### src/rtl/seq_divider_32.sv
// Iterative restoring divider: one quotient bit per cycle, fixed latency.
// Produces quotient and remainder with RISC-V signed, overflow and divide-by-zero rules.
module seq_divider_32 #(
  parameter int WIDTH = 32
) (
  input  logic             clk,
  input  logic             rst,
  input  logic             start,
  input  logic             is_signed,
  input  logic [WIDTH-1:0] dividend,
  input  logic [WIDTH-1:0] divisor,
  output logic             busy,
  output logic             done,
  output logic [WIDTH-1:0] quotient,
  output logic [WIDTH-1:0] remainder
);

  localparam int CW = $clog2(WIDTH);

  typedef enum logic [1:0] {IDLE, CALC, FIX, DONE} state_t;

  state_t           state, state_next;
  logic             accept;
  logic [CW-1:0]    cnt;
  logic [WIDTH-1:0] rem, quo, dvs, dvd_raw;
  logic             neg_q, neg_r, div0;
  logic [WIDTH:0]   shifted, diff;

  // Trial subtraction: rem < dvs always holds, so the shifted value fits in WIDTH+1 bits.
  assign shifted = {rem, quo[WIDTH-1]};
  assign diff    = shifted - {1'b0, dvs};

  always_ff @(posedge clk or posedge rst) begin
    if (rst) state <= IDLE;
    else     state <= state_next;
  end

  // NOTE: every variable driven here gets a default first, so no path can infer a latch.
  always_comb begin
    state_next = state;
    accept     = 1'b0;
    case (state)
      IDLE: if (start) begin
        accept     = 1'b1;
        state_next = CALC;
      end
      CALC: if (cnt == '0) state_next = FIX;
      FIX:  state_next = DONE;
      DONE: state_next = IDLE;
      default: state_next = IDLE;
    endcase
  end

  // NOTE: all state, including the datapath registers, is cleared by the async reset.
  always_ff @(posedge clk or posedge rst) begin
    if (rst) begin
      cnt       <= '0;
      rem       <= '0;
      quo       <= '0;
      dvs       <= '0;
      dvd_raw   <= '0;
      neg_q     <= 1'b0;
      neg_r     <= 1'b0;
      div0      <= 1'b0;
      busy      <= 1'b0;
      done      <= 1'b0;
      quotient  <= '0;
      remainder <= '0;
    end else begin
      // done trails the DONE state by one edge; busy covers the whole operation including it.
      done <= (state == DONE);
      busy <= accept | (busy & ~done);
      case (state)
        IDLE: if (accept) begin
          quo     <= (is_signed && dividend[WIDTH-1]) ? -dividend : dividend;
          dvs     <= (is_signed && divisor[WIDTH-1])  ? -divisor  : divisor;
          dvd_raw <= dividend;
          neg_q   <= is_signed & (dividend[WIDTH-1] ^ divisor[WIDTH-1]);
          neg_r   <= is_signed & dividend[WIDTH-1];
          div0    <= (divisor == '0);
          rem     <= '0;
          cnt     <= CW'(WIDTH - 1);
        end
        CALC: begin
          if (!diff[WIDTH]) begin
            rem <= diff[WIDTH-1:0];
            quo <= {quo[WIDTH-2:0], 1'b1};
          end else begin
            rem <= shifted[WIDTH-1:0];
            quo <= {quo[WIDTH-2:0], 1'b0};
          end
          cnt <= cnt - CW'(1);
        end
        FIX: begin
          if (div0) begin
            quotient  <= '1;
            remainder <= dvd_raw;
          end else begin
            quotient  <= neg_q ? -quo : quo;
            remainder <= neg_r ? -rem : rem;
          end
        end
        default: ;
      endcase
    end
  end

endmodule

### config.mk
export PLATFORM = sky130hd
export DESIGN_NAME = seq_divider_32
export DESIGN_NICKNAME = d
export VERILOG_FILES = /design/src/rtl/seq_divider_32.sv
export SDC_FILE = /design/constraint.sdc
export NUM_CORES = 1
export LEC_CHECK = 0
export CORE_MARGIN = 2
export CORE_UTILIZATION = 30
export DETAILED_ROUTE_END_ITERATION = 6
export PLACE_DENSITY_LB_ADDON = 0.05
export REMOVE_ABC_BUFFERS = 1
export SYNTH_ARGS = -nofsm -noshare
export SYNTH_HDL_FRONTEND = slang
export SYNTH_SLANG_ARGS = --single-unit
### constraint.sdc
create_clock -name clk -period 9.8 [get_ports clk]
set_input_delay 2.94 -clock clk [delete_from_list [all_inputs] [get_ports clk]]
set_output_delay 2.94 -clock clk [all_outputs]
set_load 0.005 [all_outputs]
== Word level (Yosys, flattened, before mapping) ==
Cells that the tools add are included.

* Flip-flop bits (word level): 204
* Output and inout bits: 66
* Word-level logic and storage cells: 59
* Input port bits: 68

* Mux-type cells: 19
* Reduce and logical (&&, ||, !) cells: 9
* $add $sub $neg: 6
* Eq/ne operators: 6
* Bitwise gates (word level): 6

{| class="wikitable"
|+ Operator list
! kind !! number
|-
| $mux 32 || 9
|-
| $neg 32->32 || 4
|-
| $pmux 32 s2 || 2
|-
| $sub 33x32->33 || 1
|-
| $logic_not 32->1 || 1
|-
| $pmux 5 s2 || 1
|-
| $pmux 2 s4 || 1
|-
| $ne 2x2->1 const B || 3
|-
| $reduce_and 2->1 || 3
|-
| $logic_not 5->1 || 1
|-
| $mux 5 || 1
|-
| $sub 5x1->5 const B || 1
|-
| $eq 2x2->1 const B || 2
|-
| $mux 2 || 2
|-
| $and 1x1->1 || 3
|-
| $mux 1 || 3
|-
| $eq 2x1->1 const B || 1
|-
| $logic_and 1x1->1 || 2
|-
| $logic_not 2->1 || 1
|-
| $reduce_bool 2->1 || 1
|-
| $not 1->1 || 1
|-
| $or 1x1->1 || 1
|-
| $xor 1x1->1 || 1
|}

== Longest topological paths before layout ==
* Word-level depth: 4
* Mapped depth: 13
* Gate-level depth less buffers: 12

== Least setup slack after synthesis ==
OpenSTA, ideal clock, no wires.

* Path kind: input port to flip-flop
* From: input divisor[4]
* To: register dvs[27]
* Stages: 9
* Setup time: 134 ps
* Slack: 4,824 ps
* Data arrival time: 4,842 ps
* Cell sequence: nor3_1 > and3_1 > nand2_1 > or4_1 > nand2b_1 > nand2b_1 > o31ai_1 > xor2_1 > o21ai_0

* Cells in the longest elaborated chain, start to end: 2

{| class="wikitable"
|+ RTL lines
! element !! line !! text
|-
| from (decl) || 11 || <nowiki>input logic [WIDTH-1:0] divisor,</nowiki>
|-
| $neg 32->32 || 76 || <nowiki>dvs <= (is_signed && divisor[WIDTH-1]) ? -divisor : divisor;</nowiki>
|-
| $mux 32 || 76 ||
|-
| to (signal assigned) || 76 ||
|-
| to (decl) || 25 || <nowiki>logic [WIDTH-1:0] rem, quo, dvs, dvd_raw;</nowiki>
|}

No other way between the ends.
A chain may end at the register's enable or synchronous reset.

== Worst setup path after layout ==
* From: input dividend[2]
* To: register quo[31]

* Cells in the longest elaborated chain, start to end: 4

{| class="wikitable"
|+ RTL lines
! element !! line !! text
|-
| from (decl) || 10 || <nowiki>input logic [WIDTH-1:0] dividend,</nowiki>
|-
| $neg 32->32 || 75 || <nowiki>quo <= (is_signed && dividend[WIDTH-1]) ? -dividend : dividend;</nowiki>
|-
| $mux 32 || 75 ||
|-
| $mux 32 || 74 || <nowiki>IDLE: if (accept) begin</nowiki>
|-
| $pmux 32 s2 || 73 || <nowiki>case (state)</nowiki>
|-
| to (signal assigned) || 75 ||
|-
| to (signal assigned) || 87 || <nowiki>quo <= {quo[WIDTH-2:0], 1'b1};</nowiki>
|-
| to (signal assigned) || 90 || <nowiki>quo <= {quo[WIDTH-2:0], 1'b0};</nowiki>
|-
| to (decl) || 25 ||
|}

No other way between the ends. The select of a mux whose other input is x is not followed.

==> flow_summary.ini <==
[timing]
slew_violations = 0
report.final.setup_viol = 0
rsz0062_at_grt = no
fin_crit_sh_pct = 55.5
fin_tns_setup_ns = 0
fmax_mhz = 184
finalCriticalPeriod_ns = 5.44
postLayoutSetupSlackWorst_ns = 4.36
worstMarginPinSlew_ns = 1.03
final-hold-violation-count = 0
fin_skew_ns = 0.0104
max_slew_margin_pct = 31.6

[power_and_ir_drop]
max-vdd-ir-drop_uv = 110
power.leakage_uw = 0.00633
p_per_area_nw_per_um2 = 335
p_total_uw = 5070

[synth]
netlist_area_um2 = 12500
ys.flop_type = dfrtp_1
synth-compound-area-share_pct = 18.9
synth_top_family_by_area = compound AO/OA/AOI/OAI gates
syn_inst = 1367
synth.distinct_cells = 69
synthAdderAreaFrac_pct = 4.38
synth-xor-area-share_pct = 10.8
syn_area_per_cell_um2 = 9.11
synth-simple-area-share_pct = 13.4
synth_mux_area_share_pct = 7.59
ys_warn_count = 0
yosysSeqAreaShare_pct = 41.0
ys_async_sr_fraction_pct = 100
synth_edf_count = 0
ys_ff_latch = 204

[finish]
final_util_pct = 37.0
final_common_cell = dfrtp_1
final_cell_mix = dfrtp_1, nand2_1, o21ai_0
diodes = 0
drive_gt1_share_pct = 8.32
instances_no_fill = 2022
area.growth.synth_to_final_pct = 21.6
fin_nets = 1583
nFillCells = 4245

[global_route]
antenna_found_initial = 0
grt_pass1_wl_um = 57600
grt.total_usage_pct = 16.2
grt_pass1_vias = 10100
gr-total-overflow = 0
grt_max_degree = 89

[clocking]
cts_sinks = 204
cts.clk_slew.worst_paths_ns = 0.06
cts_hold_buf = 0
clk_latency_ns = 0.53
htree_levels = 1
cts-root-buf = clkbuf_16
cts-resized-gates = 0
cts_tree = yes
numCtsBuffers = 26
clockBufferDepth = 3
cts_setup_buffers = 0

[place]
port_buffers = 133
place.gp.congestion = 0.795
dp_slack_ns = 3.79
dp.cells = 1976
post-dp-hpwl_um = 25500

[routing]
drt_first_pass_iters = 5
antenna_left = 0
routed_wl_um = 34400
avgViaCountPerCell = 4.89
drt_iter0_drc = 406
routedWlPerCell_um = 17.0
vias = 9893
drc = 0

[critical_path]
cp_max_fo = 6
crit_buf_inv = 1
endpoint_kind = register
max_stage_delay_ns = 0.77
crit-reg2reg-launch = quo[31]
slowest_stage = nor4_1
reg2regPathDepth = 13
path_delay_family = simple AND/OR/NAND/NOR gates
start_kind = input port
crit_chain = clkdlybuf4s50_1 > nor4_1 > nand3_1 > nor2b_1 > nand4_1 > o41ai_1 > and3_1 > a211oi_1 > a21oi_1
crit_type = input port to register
critPathRequiredTime_ns = 10.25
r2r-end = rem[22]
r2r_slack_ns = 5.34
worstPathArrival_ns = 5.89

[die]
core-area_um2 = 40900
io_pins = 134
die_x_um = 208
die_area_um2 = 43200
initial_core_util_pct = 30.4
rows = 74
fp.dieH_um = 208

[run]
maxCapViolCount = 0

[worst_hold_path]
min_path_cells = 1
min_to = busy
min_path_type = register to register
min-delay-start = done

[run_status]
outcome = complete, no violations
## cell type report
class | instances | area [µm²] | area share [%]
Sequential cell | 204 | 5110 | 33.7
Multi-Input combinational cell | 1039 | 6890 | 45.5
Tap cell | 532 | 666 | 4.40
Inverter | 57 | 221 | 1.46
Clock inverter | 5 | 52.6 | 0.347
Timing Repair Buffer | 144 | 1410 | 9.34
Clock buffer | 41 | 788 | 5.21
## cell families (layout without fill, tap and decap cells)
kind of cell,after synthesis,in the layout
buf+inv,124,247
fa+ha+maj,43,43
mux,87,87
flops,204,204
simple gates,363,363
compound gates,394,394
xor+xnor,152,152
## sequential cells by signal, summed over array words and instances, names as in the netlist
signal and cells:
busy 1, cnt 5, div0 1, done 1, dvd_raw 32, dvs 32
neg_q 1, neg_r 1, quo 32, quotient 32, rem 32, remainder 32
state 2
## worst max path at each step
stage,startpoint,endpoint,cells past startpoint
final,dividend[2],quo[31],9
after CTS,dividend[2],quo[31],9
after floorplan,rst,busy,1
after global routing,dividend[2],quo[31],9
after global placement,dividend[4],quo[31],9
after detailed placement,dividend[2],quo[31],9
## where the power goes
| part | switching [µW] | total, µW | internal, µW |
|---|---|---|---|
| logic | 1350 | 2560 | 1210 |
| clock network | 374 | 947 | 573 |
| registers | 346 | 1570 | 1220 |
## routing by layer
layer	global-route usage [%]	share of wire, %	vias up
met3	1.91	2.8	26
met5	0	0	-
li1	-	-	5038
met1	21.9	47	4704
met4	3.08	1.4	0
met2	27.9	48	125
## synthesized netlist by cell type (14+ instances only)
library cell | instances | share of area (%)
a21oi_1 | 102 | 4.1
a22oi_1 | 20 | 1.2
clkbuf_1 | 58 | 1.7
dfrtp_1 | 204 | 41
ha_1 | 42 | 4.2
inv_1 | 57 | 1.7
mux2_2 | 55 | 5.0
mux2i_1 | 31 | 2.5
nand2_1 | 161 | 4.9
nand2b_1 | 14 | 0.70
nor2_1 | 91 | 2.7
nor3_1 | 15 | 0.60
o21ai_0 | 157 | 6.3
o31ai_1 | 30 | 1.8
o41ai_1 | 14 | 0.98
xnor2_1 | 49 | 3.4
xor2_1 | 102 | 7.2
## worst reg2reg max path, cell delays in order (launching register included)
cell,delay (ns)
dfrtp_1,0.32
inv_1,0.17
ha_1,0.30
fa_1,0.41
and2b_1,0.23
o2111ai_1,0.21
a2111oi_2,0.61
o211ai_1,0.18
nand3b_1,0.26
a41o_1,0.34
xor2_4,0.15
buf_4,0.44
nand2_1,0.46
o21ai_0,0.28
## through the flow
| stage | hold WS (ns) | area [µm²] |
|---|---|---|
| after detailed placement | 0.443 | 14300 |
| final | 0.448 | 15100 |
| after global placement | 0.431 | 14300 |
| after CTS | 0.458 | 15100 |
| after floorplan | 0.448 | 12200 |
| after global routing | 0.500 | 15100 |
Note: power is estimated with default switching activity, not from simulation.
